File: src/rtl/beat_slope_detector.sv
// Slope-history peak/trough detector for the heart-rate pipeline.
// It takes one filtered sample per sample_valid strobe. A DEPTH-bit history
// records whether each sample fell relative to the one before it. A peak is
// declared when the older half of the history is mostly rising and the newer
// half is mostly falling. A refractory window blocks repeat detections.
// The block also counts detections and reports the spacing between beats,
// measured in accepted samples.
module beat_slope_detector #(
    parameter int W         = 10,
    parameter int DEPTH     = 128,
    parameter int LEFT_MAX  = 40,
    parameter int RIGHT_MIN = 38,
    parameter int REFRACT   = 128,
    parameter int IVL_W     = 16,
    parameter int CNT_W     = 8,
    parameter int TROUGH    = 0
) (
    input  logic             clk,
    input  logic             reset_n,
    input  logic             clear,
    input  logic             sample_valid,
    input  logic [W-1:0]     sample,
    output logic             peak,
    output logic             interval_valid,
    output logic [IVL_W-1:0] interval,
    output logic [CNT_W-1:0] peak_count,
    output logic             armed
);

    localparam int HALF   = DEPTH / 2;
    localparam int SW     = $clog2(HALF) + 1;
    localparam int FILL_W = $clog2(DEPTH + 1);
    localparam int REFR_W = (REFRACT < 1) ? 1 : $clog2(REFRACT + 1);

    localparam logic [FILL_W-1:0] FILL_FULL   = FILL_W'(DEPTH);
    localparam logic [FILL_W-1:0] FILL_ONE    = FILL_W'(1'b1);
    localparam logic [REFR_W-1:0] REFR_LOAD   = REFR_W'(REFRACT);
    localparam logic [REFR_W-1:0] REFR_ONE    = REFR_W'(1'b1);
    localparam logic [IVL_W-1:0]  IVL_ONE     = IVL_W'(1'b1);
    localparam logic [CNT_W-1:0]  CNT_ONE     = CNT_W'(1'b1);
    localparam logic [31:0]       LEFT_MAX_C  = 32'(LEFT_MAX);
    localparam logic [31:0]       RIGHT_MIN_C = 32'(RIGHT_MIN);

    // State registers
    logic [W-1:0]      prev_r;
    logic [DEPTH-1:0]  hist_r;
    logic [SW-1:0]     lsum_r;
    logic [SW-1:0]     rsum_r;
    logic [FILL_W-1:0] fill_r;
    logic              first_seen_r;
    logic              have_peak_r;
    logic [REFR_W-1:0] refr_r;
    logic [IVL_W-1:0]  ivl_cnt_r;

    // Output registers
    logic              peak_r;
    logic              interval_valid_r;
    logic [IVL_W-1:0]  interval_r;
    logic [CNT_W-1:0]  peak_count_r;
    logic              armed_r;

    // Next-state helpers
    logic              update_s;
    logic              slope_s;
    logic [DEPTH-1:0]  hist_next_s;
    logic [SW-1:0]     lsum_next_s;
    logic [SW-1:0]     rsum_next_s;
    logic [FILL_W-1:0] fill_next_s;
    logic              detect_s;
    logic [IVL_W-1:0]  ivl_inc_s;
    logic [CNT_W-1:0]  cnt_inc_s;
    logic [REFR_W-1:0] refr_dec_s;

    // Slope bit, history/sum updates, and the detect decision for the current sample
    always_comb begin
        // Only samples after the first one produce a slope bit.
        update_s = sample_valid & first_seen_r;

        if (TROUGH != 0) begin
            slope_s = (sample > prev_r);
        end else begin
            slope_s = (sample < prev_r);
        end

        hist_next_s = {hist_r[DEPTH-2:0], slope_s};
        // The bit leaving the newer half enters the older half. The oldest bit is discarded.
        rsum_next_s = rsum_r + SW'(slope_s) - SW'(hist_r[HALF-1]);
        lsum_next_s = lsum_r + SW'(hist_r[HALF-1]) - SW'(hist_r[DEPTH-1]);

        if (fill_r == FILL_FULL) begin
            fill_next_s = fill_r;
        end else begin
            fill_next_s = fill_r + FILL_ONE;
        end

        if (&ivl_cnt_r) begin
            ivl_inc_s = ivl_cnt_r;
        end else begin
            ivl_inc_s = ivl_cnt_r + IVL_ONE;
        end

        if (&peak_count_r) begin
            cnt_inc_s = peak_count_r;
        end else begin
            cnt_inc_s = peak_count_r + CNT_ONE;
        end

        if (refr_r != {REFR_W{1'b0}}) begin
            refr_dec_s = refr_r - REFR_ONE;
        end else begin
            refr_dec_s = refr_r;
        end

        detect_s = update_s
                 && (fill_next_s == FILL_FULL)
                 && (32'(lsum_next_s) <= LEFT_MAX_C)
                 && (32'(rsum_next_s) >= RIGHT_MIN_C)
                 && (refr_r == {REFR_W{1'b0}});
    end

    // Sample-accept state machine: history, refractory window, interval counter and outputs
    always_ff @(posedge clk or negedge reset_n) begin
        if (!reset_n) begin
            prev_r           <= {W{1'b0}};
            hist_r           <= {DEPTH{1'b0}};
            lsum_r           <= {SW{1'b0}};
            rsum_r           <= {SW{1'b0}};
            fill_r           <= {FILL_W{1'b0}};
            first_seen_r     <= 1'b0;
            have_peak_r      <= 1'b0;
            refr_r           <= {REFR_W{1'b0}};
            ivl_cnt_r        <= {IVL_W{1'b0}};
            peak_r           <= 1'b0;
            interval_valid_r <= 1'b0;
            interval_r       <= {IVL_W{1'b0}};
            peak_count_r     <= {CNT_W{1'b0}};
            armed_r          <= 1'b0;
        end else if (clear) begin
            // A sample presented together with clear is discarded.
            prev_r           <= {W{1'b0}};
            hist_r           <= {DEPTH{1'b0}};
            lsum_r           <= {SW{1'b0}};
            rsum_r           <= {SW{1'b0}};
            fill_r           <= {FILL_W{1'b0}};
            first_seen_r     <= 1'b0;
            have_peak_r      <= 1'b0;
            refr_r           <= {REFR_W{1'b0}};
            ivl_cnt_r        <= {IVL_W{1'b0}};
            peak_r           <= 1'b0;
            interval_valid_r <= 1'b0;
            interval_r       <= {IVL_W{1'b0}};
            peak_count_r     <= {CNT_W{1'b0}};
            armed_r          <= 1'b0;
        end else begin
            peak_r           <= detect_s;
            interval_valid_r <= detect_s & have_peak_r;
            if (sample_valid) begin
                prev_r <= sample;
                if (!first_seen_r) begin
                    // The first sample only provides the reference for the next slope.
                    first_seen_r <= 1'b1;
                end else begin
                    hist_r  <= hist_next_s;
                    lsum_r  <= lsum_next_s;
                    rsum_r  <= rsum_next_s;
                    fill_r  <= fill_next_s;
                    armed_r <= (fill_next_s == FILL_FULL);
                    if (detect_s) begin
                        peak_count_r <= cnt_inc_s;
                        refr_r       <= REFR_LOAD;
                        if (have_peak_r) begin
                            interval_r <= ivl_inc_s;
                        end
                        have_peak_r  <= 1'b1;
                        ivl_cnt_r    <= {IVL_W{1'b0}};
                    end else begin
                        refr_r <= refr_dec_s;
                        if (have_peak_r) begin
                            ivl_cnt_r <= ivl_inc_s;
                        end
                    end
                end
            end
        end
    end

    assign peak           = peak_r;
    assign interval_valid = interval_valid_r;
    assign interval       = interval_r;
    assign peak_count     = peak_count_r;
    assign armed          = armed_r;

endmodule

File: config.mk
export PLATFORM = sky130hd
export DESIGN_NAME = beat_slope_detector
export DESIGN_NICKNAME = d
export VERILOG_FILES = /design/src/rtl/beat_slope_detector.sv
export SDC_FILE = /design/constraint.sdc
export NUM_CORES = 1
export LEC_CHECK = 0
export ABC_AREA = 1
export CAP_MARGIN = 10
export CORE_MARGIN = 5
export CORE_UTILIZATION = 40
export DETAILED_ROUTE_END_ITERATION = 12
export PLACE_DENSITY = 0.6
export SLEW_MARGIN = 20
export SYNTH_ARGS = -nofsm -noshare
export SYNTH_HDL_FRONTEND = slang
export SYNTH_SLANG_ARGS = --single-unit
File: constraint.sdc
create_clock -name clk -period 3.2 [get_ports clk]
set_input_delay 0.64 -clock clk [delete_from_list [all_inputs] [get_ports clk]]
set_output_delay 0.64 -clock clk [all_outputs]
set_load 0.02 [all_outputs]
==> summary.md, run 1 <==
| Metric | Value |
|---|---|
| Drt wl/cell | `13.0 µm` |
| Drt pass-1 iters | `5` |
| Final setup fails | `50` |
| Syn Inst Count | `1096` |
| Routed Wire Length | `19400 µm` |
| Largest net degree at the start of global routing | `105` |
| Pre-CTS setup slack | `-0.938 ns` |
| Worst Path Arrival | `3.70 ns` |
| Die area | `27600 µm²` |
| Width of the die | `166 µm` |
| First-pass GRT wire length | `34400 µm` |
| Initial DRC Count | `446` |
| Core box area | `24200 µm²` |
| CTS Buf Count | `24` |
| Crit path kind | `reg -> reg` |
| Synth top area cells | `dfrtp_1, o22ai_1, inv_1` |
| Maximum clock rate | `303 MHz` |
| Detail Route Antenna Nets | `0` |
| Fin. max-slew vios | `0` |
| CP startpoint kind | `register` |
| Total chip power | `6.39 mW` |
| Vias in the first global route | `7292` |
| I/O pins | `41` |
| Mapped Nets | `1140` |
| Placed insts | `1445` |
| Unrepaired setup endpoints after global routing | `yes` |
| Sink Count | `213` |
| Gr busiest metal | `met2` |
| Yosys cell types | `39` |
| Met1 usage | `19.4%` |
| Required @ worst endpoint | `3.59 ns` |
| Final Hold Viols | `0` |
| Layout area overhead | `21.4%` |
| Port Buffers | `40` |
| Post-synth top area share | `54.7%` |
| Yosys warns | `0` |
| Synthesized cell area | `9750 µm²` |
| Setup crit end kind | `register` |
| GR Layer Usage met3 | `2.36%` |
| Status | `complete, but fails checks` |
| Total negative setup slack | `-4.10 ns` |
| CTS clk-pin slew, worst paths | `0.06 ns` |
| Final net count | `1194` |
| Share of cells above drive strength 1 | `12.1%` |
| Vias per std cell | `4.95` |
| Number of diodes | `0` |
| CTS Buffer Depth | `3` |
| GRT overflow | `0` |
| Failing checks | `negative setup slack` |
| Core Rows | `57` |
| Clk_lat worst skew | `0.51 ns` |
| Hold Slack | `0.0580 ns` |
| Non-filler cells, final | `1492` |
| Slew margin rel. | `64.1%` |
| Met2 Usage GRT | `23.7%` |
| P_leak | `5.42 nW` |
| Fin crit period | `3.30 ns` |
| Critical path origin | `prev_r[1]$_DFFE_PN0P_` |
| Syn Area/Cell | `8.90 µm²` |
| Most common library cells after synthesis | `dfrtp_1, inv_1, nand2_1` |
| Drc violations | `0` |
| Clock Skew | `0.00692 ns` |
| PD cells | `540 nW/µm²` |
| Crit Path Max Fanout | `12` |
| Cell taking the most area after synthesis | `dfrtp_1` |
| CTS root buffer | `clkbuf_16` |
| Die Y | `166 µm` |
| Period utilisation layout | `103%` |
| CTS tree | `yes` |
| Via count | `7379` |
| Final setup margin | `-0.104 ns` |
| HPWL after detailed placement | `12300 µm` |
| Min-Delay Path Class | `in -> async` |
| Max-cap violations | `0` |
| Actual slew at the worst max-slew pin | `0.536 ns` |
| Yosys reg bits | `213` |
| Synth Flop Type | `dfrtp_1` |
| Worst r2r src | `prev_r[1]$_DFFE_PN0P_` |
| Overall Global Routing Usage | `14.1%` |
| H-tree depth | `1` |
| Number of synthesized flops with an enable pin | `0` |
| Post-synth ARST share | `100%` |
| Initial core utilization | `40.3%` |
| Seq/Total Area, Yosys | `54.7%` |
| Peak supply drop | `0.425 mV` |
| Antenna violations before repair | `0` |
| RePlAce Congestion | `0.831` |
| # hold bufs at CTS | `0` |
==> kinds of logic after synthesis <==
kind of cell,Yosys count,share of synthesized area (%)
XOR/XNOR,20,1.87
AO/OA/AOI/OAI,205,12.6
flip-flops,213,54.7
buffers and inverters,263,10.5
AND/OR/NAND/NOR,365,16.4
adder cells (fa/ha/maj),30,4.00
==> routing by layer <==
metal | up-vias | wire length, µm | share of wire [%]
li1 | 3711 | - | -
met1 | 3554 | 9490 | 49
met2 | 92 | 8960 | 46
met3 | 22 | 569 | 2.9
met4 | 0 | 341 | 1.8
met5 | - | 0 | 0
==> cell usage in the layout, fill, tap and decap left out, types with 6 or more instances in the layout <==
| master | count |
|---|---|
| xor2_1 | 15 |
| dfrtp_1 | 213 |
| o21ai_0 | 22 |
| nor3_1 | 9 |
| dlygate4sd2_1 | 9 |
| ha_1 | 23 |
| nor2_1 | 42 |
| nand3_2 | 9 |
| buf_4 | 25 |
| nand3_1 | 57 |
| o22ai_1 | 140 |
| a21oi_1 | 29 |
| clkdlybuf4s50_1 | 30 |
| nand2_2 | 14 |
| clkbuf_16 | 24 |
| nand4_1 | 23 |
| clkbuf_8 | 9 |
| nand2_1 | 186 |
| buf_12 | 6 |
| inv_1 | 207 |
==> layout make-up <==
| type | instances | area [µm²] |
|---|---|---|
| fillers | 2248 | 12300 |
| well taps | 324 | 405 |
| flip-flops and latches | 213 | 5330 |
| multi-input cells | 621 | 3680 |
| inverters | 216 | 821 |
| clock inverters | 10 | 139 |
| repair buffers | 74 | 736 |
| clock buffers | 34 | 728 |
==> worst max-delay path, stage by stage (launching register included) <==
cell and delay [ns]:
dfrtp_1 0.37, inv_2 0.07, ha_4 0.19, a21boi_2 0.14
o211ai_1 0.18, o2111ai_2 0.16, ha_1 0.32, inv_1 0.06
ha_2 0.18, inv_2 0.04, fa_2 0.36, inv_2 0.08
nand3_2 0.06, nand3b_1 0.09, nand2_1 0.06, nand3_1 0.07
nand2_1 0.07, nand2_2 0.08, nand3_4 0.15, buf_6 0.19
buf_12 0.14, nand4_1 0.07, nand2_1 0.05
==> sequential cells by signal, indices dropped and copies added (netlist names), 7 cells and up <==
signal and cells:
peak_count 8, prev_r 10, refr_r 8, rsum_r 7, interval 16, hist_r 128, ivl_cnt_r 16, lsum_r 7
fill_r 8
==> per-stage QoR <==
step	instance area, µm²	utilization [%]
finish	11800	49.0
detailed placement	10800	44.5
global placement	10800	44.5
floorplan	9820	-
global route	11800	49.0
CTS	11800	48.6
==> power by group <==
group          switching, mW  internal [mW]
Sequential            0.0549           2.76
Clock                   1.06           1.82
Combinational          0.444          0.251
Total                   1.56           4.83
==> worst paths after layout <==
| path | end | slack [ns] | depth (start not counted) |
|---|---|---|---|
| max in group asynchronous | hist_r[103]$_DFFE_PN0P_ | 2.33 | 2 |
| max reg2reg | ivl_cnt_r[8]$_DFFE_PN0P_ | -0.10 | 22 |
| max | ivl_cnt_r[8]$_DFFE_PN0P_ | -0.10 | 22 |
| min in group clk | interval[5]$_DFFE_PN0P_ | 0.47 | 2 |
| min | fill_r[0]$_DFFE_PN0P_ | 0.06 | 1 |
| min reg2reg | interval[5]$_DFFE_PN0P_ | 0.47 | 2 |
==> what timing repair did <==
action | 4_1_cts | 5_1_grt
setup buffers | 1 | 1
setup endpoints to repair | 51 | 51
pin swaps | 18 | 11
gates cloned | 1 | 0
gates resized for setup | 37 | 24
No activity file was read; power rests on OpenSTA's default activity.
==> run 2: changes to the inputs <==
--- a/config.mk
+++ b/config.mk
@@ -10,6 +10,7 @@
 export CORE_MARGIN = 5
 export CORE_UTILIZATION = 40
 export DETAILED_ROUTE_END_ITERATION = 12
+export GPL_ROUTABILITY_DRIVEN = 0
 export PLACE_DENSITY = 0.6
 export SLEW_MARGIN = 20
 export SYNTH_ARGS = -nofsm -noshare
==> results of run 2 <==
No change in the layout: final DEF, timing and power equal those of run 1.
==> run 3: changes to the inputs <==
--- a/config.mk
+++ b/config.mk
@@ -11,7 +11,7 @@
 export CORE_UTILIZATION = 40
 export DETAILED_ROUTE_END_ITERATION = 12
 export GPL_ROUTABILITY_DRIVEN = 0
-export PLACE_DENSITY = 0.6
+export PLACE_DENSITY = 0.57
 export SLEW_MARGIN = 20
 export SYNTH_ARGS = -nofsm -noshare
 export SYNTH_HDL_FRONTEND = slang
==> constraint.sdc (replaced) <==
create_clock -name clk -period 3.9 [get_ports clk]
set_input_delay 0.78 -clock clk [delete_from_list [all_inputs] [get_ports clk]]
set_output_delay 0.78 -clock clk [all_outputs]
set_load 0.02 [all_outputs]
==> run 3 against run 2 <==
Against the previous run: the run now ends clean; clock-buffer cell count fell by 5; final area fell by 1.6%; cell count fell by 0.27%.
==> summary.md, run 3 (synthesized netlist as in run 1, its figures left out) <==
| Metric | Value |
|---|---|
| CP startpoint kind | `input port` |
| Maximum clock rate | `269 MHz` |
| H-tree depth | `1` |
| Final setup margin | `0.179 ns` |
| Clock Skew | `0.0131 ns` |
| CTS Buf Count | `23` |
| P_leak | `5.37 nW` |
| Pre-CTS setup slack | `-0.457 ns` |
| Crit Path Max Fanout | `7` |
| Crit path kind | `in -> reg` |
| Port Buffers | `40` |
| Reg-to-reg slack, setup | `0.44 ns` |
| CP max-delay cell | `clkdlybuf4s50_1` |
| Drc violations | `0` |
| Width of the die | `166 µm` |
| Final setup fails | `0` |
| Vias in the first global route | `7228` |
| Core Rows | `57` |
| Actual slew at the worst max-slew pin | `0.848 ns` |
| Max reg flops | `128` |
| CP cell instances | `clkdlybuf4s50_1 -> ha_1 -> a21oi_2 -> o31ai_2 -> nand2_1 -> o2111ai_2 -> ha_1 -> inv_1 -> ha_2 -> inv_1 -> fa_2 -> inv_2 -> nand3_2 -> nand2_1 -> nand2_1 -> nand2_1 -> nand3_1 -> nand2_1 -> nand2_2 -> nand3_4 -> nand2_8 -> clkbuf_16 -> nand3_1 -> nand2_1` |
| Final Hold Viols | `0` |
| Overall Global Routing Usage | `14.2%` |
| CTS tree | `yes` |
| Biggest register | `hist_r` |
| Slowest stage delay, CP | `0.49 ns` |
| Die area | `27600 µm²` |
| Detail Route Antenna Nets | `0` |
| Largest net degree at the start of global routing | `111` |
| CTS Buffer Depth | `3` |
| HPWL after detailed placement | `12100 µm` |
| Total chip power | `5.01 mW` |
| First-pass GRT wire length | `34500 µm` |
| CTS clk-pin slew, worst paths | `0.06 ns` |
| Non-filler cells, final | `1488` |
| Fin crit period | `3.72 ns` |
| Drt wl/cell | `13.2 µm` |
| Fin. max-slew vios | `0` |
| CTS root buffer | `clkbuf_16` |
| Antenna violations before repair | `0` |
| Routed Wire Length | `19700 µm` |
| Die Y | `166 µm` |
| Max-cap violations | `0` |
| Final Instance Area | `11600 µm²` |
| Placed Instance Area | `10700 µm²` |
| Fill cells | `2291` |
| Most frequent cells in the layout | `dfrtp_1, inv_1, nand2_1` |
| Worst Path Arrival | `4.12 ns` |
| Drt pass-1 iters | `5` |
| Initial core utilization | `40.3%` |
| Status | `complete, no violations` |
| Setup crit end kind | `register` |
| Peak supply drop | `0.267 mV` |
| I/O pins | `41` |
| Period utilisation layout | `95.4%` |
| Final net count | `1191` |
| Number of diodes | `0` |
| Clk_lat worst skew | `0.52 ns` |
| Vias per std cell | `4.95` |
| Sink Count | `213` |
| Commonest non-fill, non-tap cell in the layout | `dfrtp_1` |
| Crit-path most repeated cell | `nand2_1` |
| PD cells | `430 nW/µm²` |
| Placed insts | `1440` |
| Required @ worst endpoint | `4.30 ns` |
| Share of cells above drive strength 1 | `9.28%` |
| Layout area overhead | `19.4%` |
| Initial DRC Count | `431` |
| Min-Delay Path Class | `in -> async` |
| GRT overflow | `0` |
| Core box area | `24200 µm²` |
| Via count | `7361` |
| Slew margin rel. | `43.5%` |
## run 3: cell types whose count changed in the layout (fill, tap and decap cells not counted), moves of 4 or more
cell	before	now
clkdlybuf4s50_1	30	35
nand2_2	14	2
nand3_1	57	64
dlygate4sd2_1	9	0
dlymetal6s2s_1	0	4
nand3_2	9	3
buf_4	25	21
clkbuf_8	9	2
nand2_1	186	198
## run 3: worst paths after layout
kind | end | cells after the start | start
setup / recovery | interval[9]$_DFFE_PN0P_ | 24 | sample[2]
hold / removal | fill_r[3]$_DFFE_PN0P_ | 1 | reset_n
setup reg to reg | interval[9]$_DFFE_PN0P_ | 24 | prev_r[5]$_DFFE_PN0P_
hold reg to reg | interval[7]$_DFFE_PN0P_ | 2 | interval[7]$_DFFE_PN0P_
max in group asynchronous | hist_r[120]$_DFFE_PN0P_ | 2 | reset_n
min in group clk | interval[7]$_DFFE_PN0P_ | 2 | interval[7]$_DFFE_PN0P_
## run 3: layout make-up
cell class              instances  area, µm²  share of cell area [%]
inverters                     216        813                    6.98
clock buffers                  29        618                    5.31
repair buffers                 72        772                    6.63
flip-flops and latches        213       5330                    45.8
well taps                     324        405                    3.48
clock inverters                13        136                    1.17
multi-input cells             621       3570                    30.6
## run 3: worst max-delay path: cells and delay by family
family                     cells  cell delay [ns]
and+or+nand+nor               12             1.04
adders and majority gates      4             0.98
buffers and inverters          5             0.89
AOI/OAI and AO/OA              3             0.41
## run 3: repair_timing
action / in CTS / in global routing
endpoints found under the setup margin: 0 / 49
setup buffers: 0 / 4
hold buffers: 0 / 0
gates resized for setup: 0 / 34
## run 3: where the power goes
part	internal, mW	switching, mW	total, mW
combinational	0.198	0.347	0.545
sequential	2.26	0.0398	2.30
clock	1.27	0.891	2.16
## run 3: metrics by stage
| stage | utilization, % | hold slack, ns | setup TNS (ns) |
|---|---|---|---|
| after floorplan | - | 0.442 | 0 |
| after global placement | 44.1 | 0.457 | -16.82 |
| after detailed placement | 44.1 | 0.458 | -21.36 |
| after CTS | 47.2 | 0.364 | 0 |
| after global routing | 48.2 | 0.399 | -2.62 |
| final | 48.2 | 0.331 | 0 |
## run 3: per-layer routing
layer	up-vias	track usage [%]	share of wire, %
li1	3702	-	-
met1	3538	20.3	50
met2	92	22.7	45
met3	29	2.55	3.6
met4	0	3.01	2.0
met5	-	0	0
